[config.mk]
export PLATFORM = sky130hd
export DESIGN_NAME = pipe_adder
export DESIGN_NICKNAME = d
export VERILOG_FILES = /design/src/rtl/pipe_adder_chunk.sv /design/src/rtl/pipe_adder.sv
export SDC_FILE = /design/constraint.sdc
export NUM_CORES = 1
export LEC_CHECK = 0
export CORE_MARGIN = 10
export CORE_UTILIZATION = 53
export DETAILED_ROUTE_END_ITERATION = 10
export PLACE_DENSITY = 0.79
export SYNTH_ARGS = -nofsm -noshare
export SYNTH_HDL_FRONTEND = slang
export SYNTH_HIERARCHICAL = 1
export SYNTH_SLANG_ARGS = --single-unit
export TNS_END_PERCENT = 50
[constraint.sdc]
create_clock -name clk -period 3.8 [get_ports clk]
set_clock_uncertainty 0.2 [all_clocks]
set_input_delay 0.57 -clock clk [delete_from_list [all_inputs] [get_ports clk]]
set_output_delay 0.57 -clock clk [all_outputs]
set_load 0.005 [all_outputs]
[src/rtl/pipe_adder_chunk.sv]
// Combinational CHUNK-bit ripple-carry adder built from full-adder cells.
// Also exposes the carry into its top bit so the caller can derive signed overflow.
module pipe_adder_chunk #(
  parameter int W = 4
) (
  input  logic [W-1:0] a,
  input  logic [W-1:0] b,
  input  logic         ci,
  output logic [W-1:0] s,
  output logic         co,
  output logic         c_msb_in
);

  logic [W:0] c;

  assign c[0] = ci;

  for (genvar i = 0; i < W; i++) begin : g_fa
    assign s[i]   = a[i] ^ b[i] ^ c[i];
    assign c[i+1] = (a[i] & b[i]) | (c[i] & (a[i] ^ b[i]));
  end

  assign co       = c[W];
  assign c_msb_in = c[W-1];

endmodule

[src/rtl/pipe_adder.sv]
// Pipelined WIDTH-bit add/subtract: one CHUNK-bit slice per stage with the carry
// registered between stages, operands skewed forward, and a global stall.
module pipe_adder #(
  parameter int WIDTH  = 16,
  parameter int STAGES = 4
) (
  input  logic             clk,
  input  logic             rst,
  input  logic             in_valid,
  output logic             in_ready,
  input  logic [WIDTH-1:0] a,
  input  logic [WIDTH-1:0] b,
  input  logic             c_in,
  input  logic             sub,
  output logic             out_valid,
  input  logic             out_ready,
  output logic [WIDTH-1:0] sum,
  output logic             c_out,
  output logic             ovf
);

  localparam int CHUNK = WIDTH / STAGES;

  logic stall;

  if ((WIDTH % STAGES) != 0 || STAGES < 1 || STAGES > WIDTH) begin : g_bad_params
    $error("pipe_adder: WIDTH must be a multiple of STAGES and 1 <= STAGES <= WIDTH");
  end

  for (genvar k = 0; k < STAGES; k++) begin : g_stage
    logic [WIDTH-1:0] op_a;
    logic [WIDTH-1:0] op_b;
    logic [WIDTH-1:0] acc;
    logic [WIDTH-1:0] s_next;
    logic             cin;
    logic             vld_in;
    logic [CHUNK-1:0] chunk_s;
    logic             chunk_co;
    logic             chunk_msb;
    logic [WIDTH-1:0] s_r;
    logic             c_r;
    logic             vld_r;

    // Stage input: raw operands for the first slice, previous stage register otherwise
    if (k == 0) begin : g_in
      assign op_a   = a;
      assign op_b   = sub ? ~b : b;
      assign cin    = sub | c_in;
      assign acc    = '0;
      assign vld_in = in_valid & in_ready;
    end else begin : g_link
      assign op_a   = g_stage[k-1].g_skew.a_r;
      assign op_b   = g_stage[k-1].g_skew.b_r;
      assign cin    = g_stage[k-1].c_r;
      assign acc    = g_stage[k-1].s_r;
      assign vld_in = g_stage[k-1].vld_r;
    end

    pipe_adder_chunk #(.W(CHUNK)) u_chunk (
      .a        (op_a[k*CHUNK +: CHUNK]),
      .b        (op_b[k*CHUNK +: CHUNK]),
      .ci       (cin),
      .s        (chunk_s),
      .co       (chunk_co),
      .c_msb_in (chunk_msb)
    );

    always_comb begin
      s_next = acc;
      s_next[k*CHUNK +: CHUNK] = chunk_s;
    end

    // Stage register: valid and partial sum; only the final stage's data is cleared
    always_ff @(posedge clk) begin
      if (rst) begin
        vld_r <= 1'b0;
        if (k == STAGES - 1) begin
          s_r <= '0;
          c_r <= 1'b0;
        end
      end else if (!stall) begin
        vld_r <= vld_in;
        s_r   <= s_next;
        c_r   <= chunk_co;
      end
    end

    if (k < STAGES - 1) begin : g_skew
      logic [WIDTH-1:0] a_r;
      logic [WIDTH-1:0] b_r;
      logic             unused_msb;

      assign unused_msb = chunk_msb;

      always_ff @(posedge clk) begin
        if (!stall) begin
          a_r <= op_a;
          b_r <= op_b;
        end
      end
    end else begin : g_last
      logic ovf_r;
      logic unused_ops;

      assign unused_ops = ^{op_a, op_b};

      always_ff @(posedge clk) begin
        if (rst) begin
          ovf_r <= 1'b0;
        end else if (!stall) begin
          ovf_r <= chunk_co ^ chunk_msb;
        end
      end
    end
  end

  assign out_valid = g_stage[STAGES-1].vld_r;
  assign sum       = g_stage[STAGES-1].s_r;
  assign c_out     = g_stage[STAGES-1].c_r;
  assign ovf       = g_stage[STAGES-1].g_last.ovf_r;

  assign stall    = out_valid & ~out_ready;
  assign in_ready = ~rst & ~stall;

endmodule

==> qor.txt <==
Design Area, Final - 0.004481 mm2
Syn. warnings - 6
Cell Area, Placed - 0.004294 mm2
DR pass1 iterations - 4
Worst EP required - 3.70 ns
Post-CTS Hold Buffers - 0
NumNets Final - 357
Sequential area share after synthesis - 73.80%
Vias per cell - 4.686
TritonCTS clock tree - built
Switch Pwr - 0.4745 mW
Cell mode on critical path - fa_1
Clock power frac - 28.9%
WS Path Type - input port to flop
Die X-Extent - 103.0 um
Global route total overflow - 0
Final hold vios - 0
Startpoint Class - input port
CP max stage delay - 0.69 ns
Largest net degree at the start of global routing - 30
Avg Cell Area, Syn - 15.33 um2
Worst hold path class - flop to flop
DRC violation count after routing - 0
Crit path cell chain - clkdlybuf4s50_1 -> xor2_1 -> fa_1 -> inv_1 -> fa_1 -> fa_1 -> inv_1 -> fa_1
Num rows - 30
Sequential share of power - 60.1%
Detailed-route wire length - 5.603 mm
Status - finished, final reports clean
Most frequent cells in the layout - edfxtp_1 (75), clkdlybuf4s50_1 (57), nand2_1 (40), inv_1 (32), dfxtp_1 (22)
Number of synthesized register bits - 97
Die area - 0.01060 mm2
Core Util, Final - 66.31%
Io pins - 58
Core Region - 0.006756 mm2
Cell Area, Synth - 0.003648 mm2
Final HPWL DP - 4.189 mm
Pwr/cell area - 487.1 mW/mm2
Fill count - 481
Clock sink total - 97
Static Leakage - 1.770 nW
CTS Buffer Depth - 2
Area share of the largest cell type after synthesis - 61.73%
CP arrival - 3.01 ns
Yosys top cell by area - edfxtp_1
Cell Int Power - 1.708 mW
Vias in the first global route - 1,983
Crit Path Max Fanout - 7
Area growth syn-to-layout - 22.81%
Syn Inst Count - 238
Total GRT Usage - 11.69%
Post-synthesis async set-or-reset flop share - 0%
Pre-CTS setup slack - 0.3061 ns
Final slew viol count - 0
Postcts setup bufs - 0
Switching Share - 21.74%
Root Driver - clkbuf_8
Mux contribution to synthesized area - 0%
Worst-path clk slew - 0.09 ns
Syn Nets - 292
Synth unique cells - 17
Max Clock Freq - 322.4 MHz
Initial DRC count - 55
Layout cells sized above 1 - 7.468%
Post-CTS sizing - 0
Placed Cells - 372
DR vias - 1,818
Period utilization - 81.62%
Setup TNS - 0 ns
Compound-Gate Fraction of Synth Area - 3.086%
Clk_lat worst skew - 0.36 ns
Nature of the critical path endpoint - flop
Wire length on met2 - 2.900 mm
H-tree Lvls - 3
Initial antenna violation count - 0
Fin cells - 388
GPL Wtd Cong - 0.6996
Met3 WL - 287 um
RSZ-0062 raised after global routing - false
Minimum clock period - 3.102 ns
Top layer reached by signal wires - met4
Synth area leaders - edfxtp_1 (62%), dfxtp_1 (12%), fa_1 (8.8%)
Tightest Pin Transition - 0.5320 ns
Combinational power share - 11.0%
Final setup vio count - 0
PnR worst setup slack - 0.6984 ns
Main synth FF type - edfxtp_1
Most common cell after layout, fill and taps aside - edfxtp_1
XOR/XNOR share of the synthesized area - 4.081%
Adder-cell share of the synthesized area - 8.779%
Chip height - 103.0 um
FF-to-FF setup slack - 1.36 ns
Initial Util - 54.00%
Max-cap violations - 0
Slowest-stage cell, CP - clkdlybuf4s50_1
Post-synth EDFFs - 75
Antenna viol nets, final - 0
WL per Instance - 14.44 um
Max transition margin - 64.46%
N_diodes - 0
Max VDD drop - 0.2850 mV
IO buf count - 57
Largest family of logic cells by synthesized area - adder cells
Simple-gate portion of the synthesized area - 5.075%
CTS buffer count - 9
Global-route wire length before repair - 9.170 mm
Met1 wire length - 2.288 mm
critical path: cells and delay by family:
kind                       cells  cell delay [ns]
xor gates and xnor gates       1             0.24
adders and majority gates      4             1.37
buffers and inverters          3             0.82
synthesized netlist by cell type (all sizes together) (4+ instances only):
| library cell | n |
|---|---|
| nor2 | 4 |
| inv | 33 |
| dfxtp | 22 |
| xor2 | 16 |
| buf | 7 |
| fa | 16 |
| edfxtp | 75 |
| nand2 | 40 |
| a21oi | 20 |
area by class of cell:
type	instances	area, um2	share of cell area, %
Multi-Input combinational cell	100	769.5	17.17
Sequential cell	97	2693	60.09
Timing Repair Buffer	62	608.1	13.57
Inverter	33	123.9	2.765
Clock buffer	10	127.6	2.848
Tap cell	80	100.1	2.234
Clock inverter	6	58.81	1.312
logic make-up (layout without fill, tap and decap cells):
family,after synthesis,in the layout
buffers and inverters,41,111
adders and majority gates,16,16
DFF,97,97
AOI/OAI and AO/OA,21,21
xor gates and xnor gates,17,17
and+or+nand+nor,46,46
worst paths after layout:
path	startpoint	end	cells past startpoint
max	sub	g_stage[0].s_r[3]	8
min	g_stage[1].g_skew.b_r[13]	g_stage[2].g_skew.b_r[13]	0
min reg2reg	g_stage[1].g_skew.b_r[13]	g_stage[2].g_skew.b_r[13]	0
max reg2reg	g_stage[2].g_skew.a_r[12]	ovf	8
registers in the layout (all words and copies together) (netlist names):
name                cells
g_stage.g_skew.a_r     24
g_stage.g_skew.b_r     24
g_stage.s_r            24
sum                    16
g_stage.c_r             3
g_stage.vld_r           3
c_out                   1
out_valid               1
ovf                     1
stage by stage:
stage / power (mW) / hold WS (ns)
after floorplan: 1.446 / 0.2003
after global placement: 1.562 / 0.2016
after detailed placement: 1.583 / 0.2045
after CTS: 2.203 / 0.2184
after global routing: 2.290 / 0.2185
final: 2.182 / 0.2179
per-layer routing:
metal	global-route usage, %	vias to the layer above
li1	-	907
met5	0	-
met1	12.60	860
met3	2.949	9
met2	19.94	42
met4	7.701	0
power groups by stage:
stage	Clock [mW]	Sequential, mW	Combinational [mW]
3_5_place_dp	0	1.34	0.244
6_report	0.631	1.31	0.239
3_3_place_gp	0	1.33	0.231
5_1_grt	0.689	1.32	0.277
2_1_floorplan	0	1.33	0.115
4_1_cts	0.643	1.32	0.245
Power figures use the tool's default switching activity.
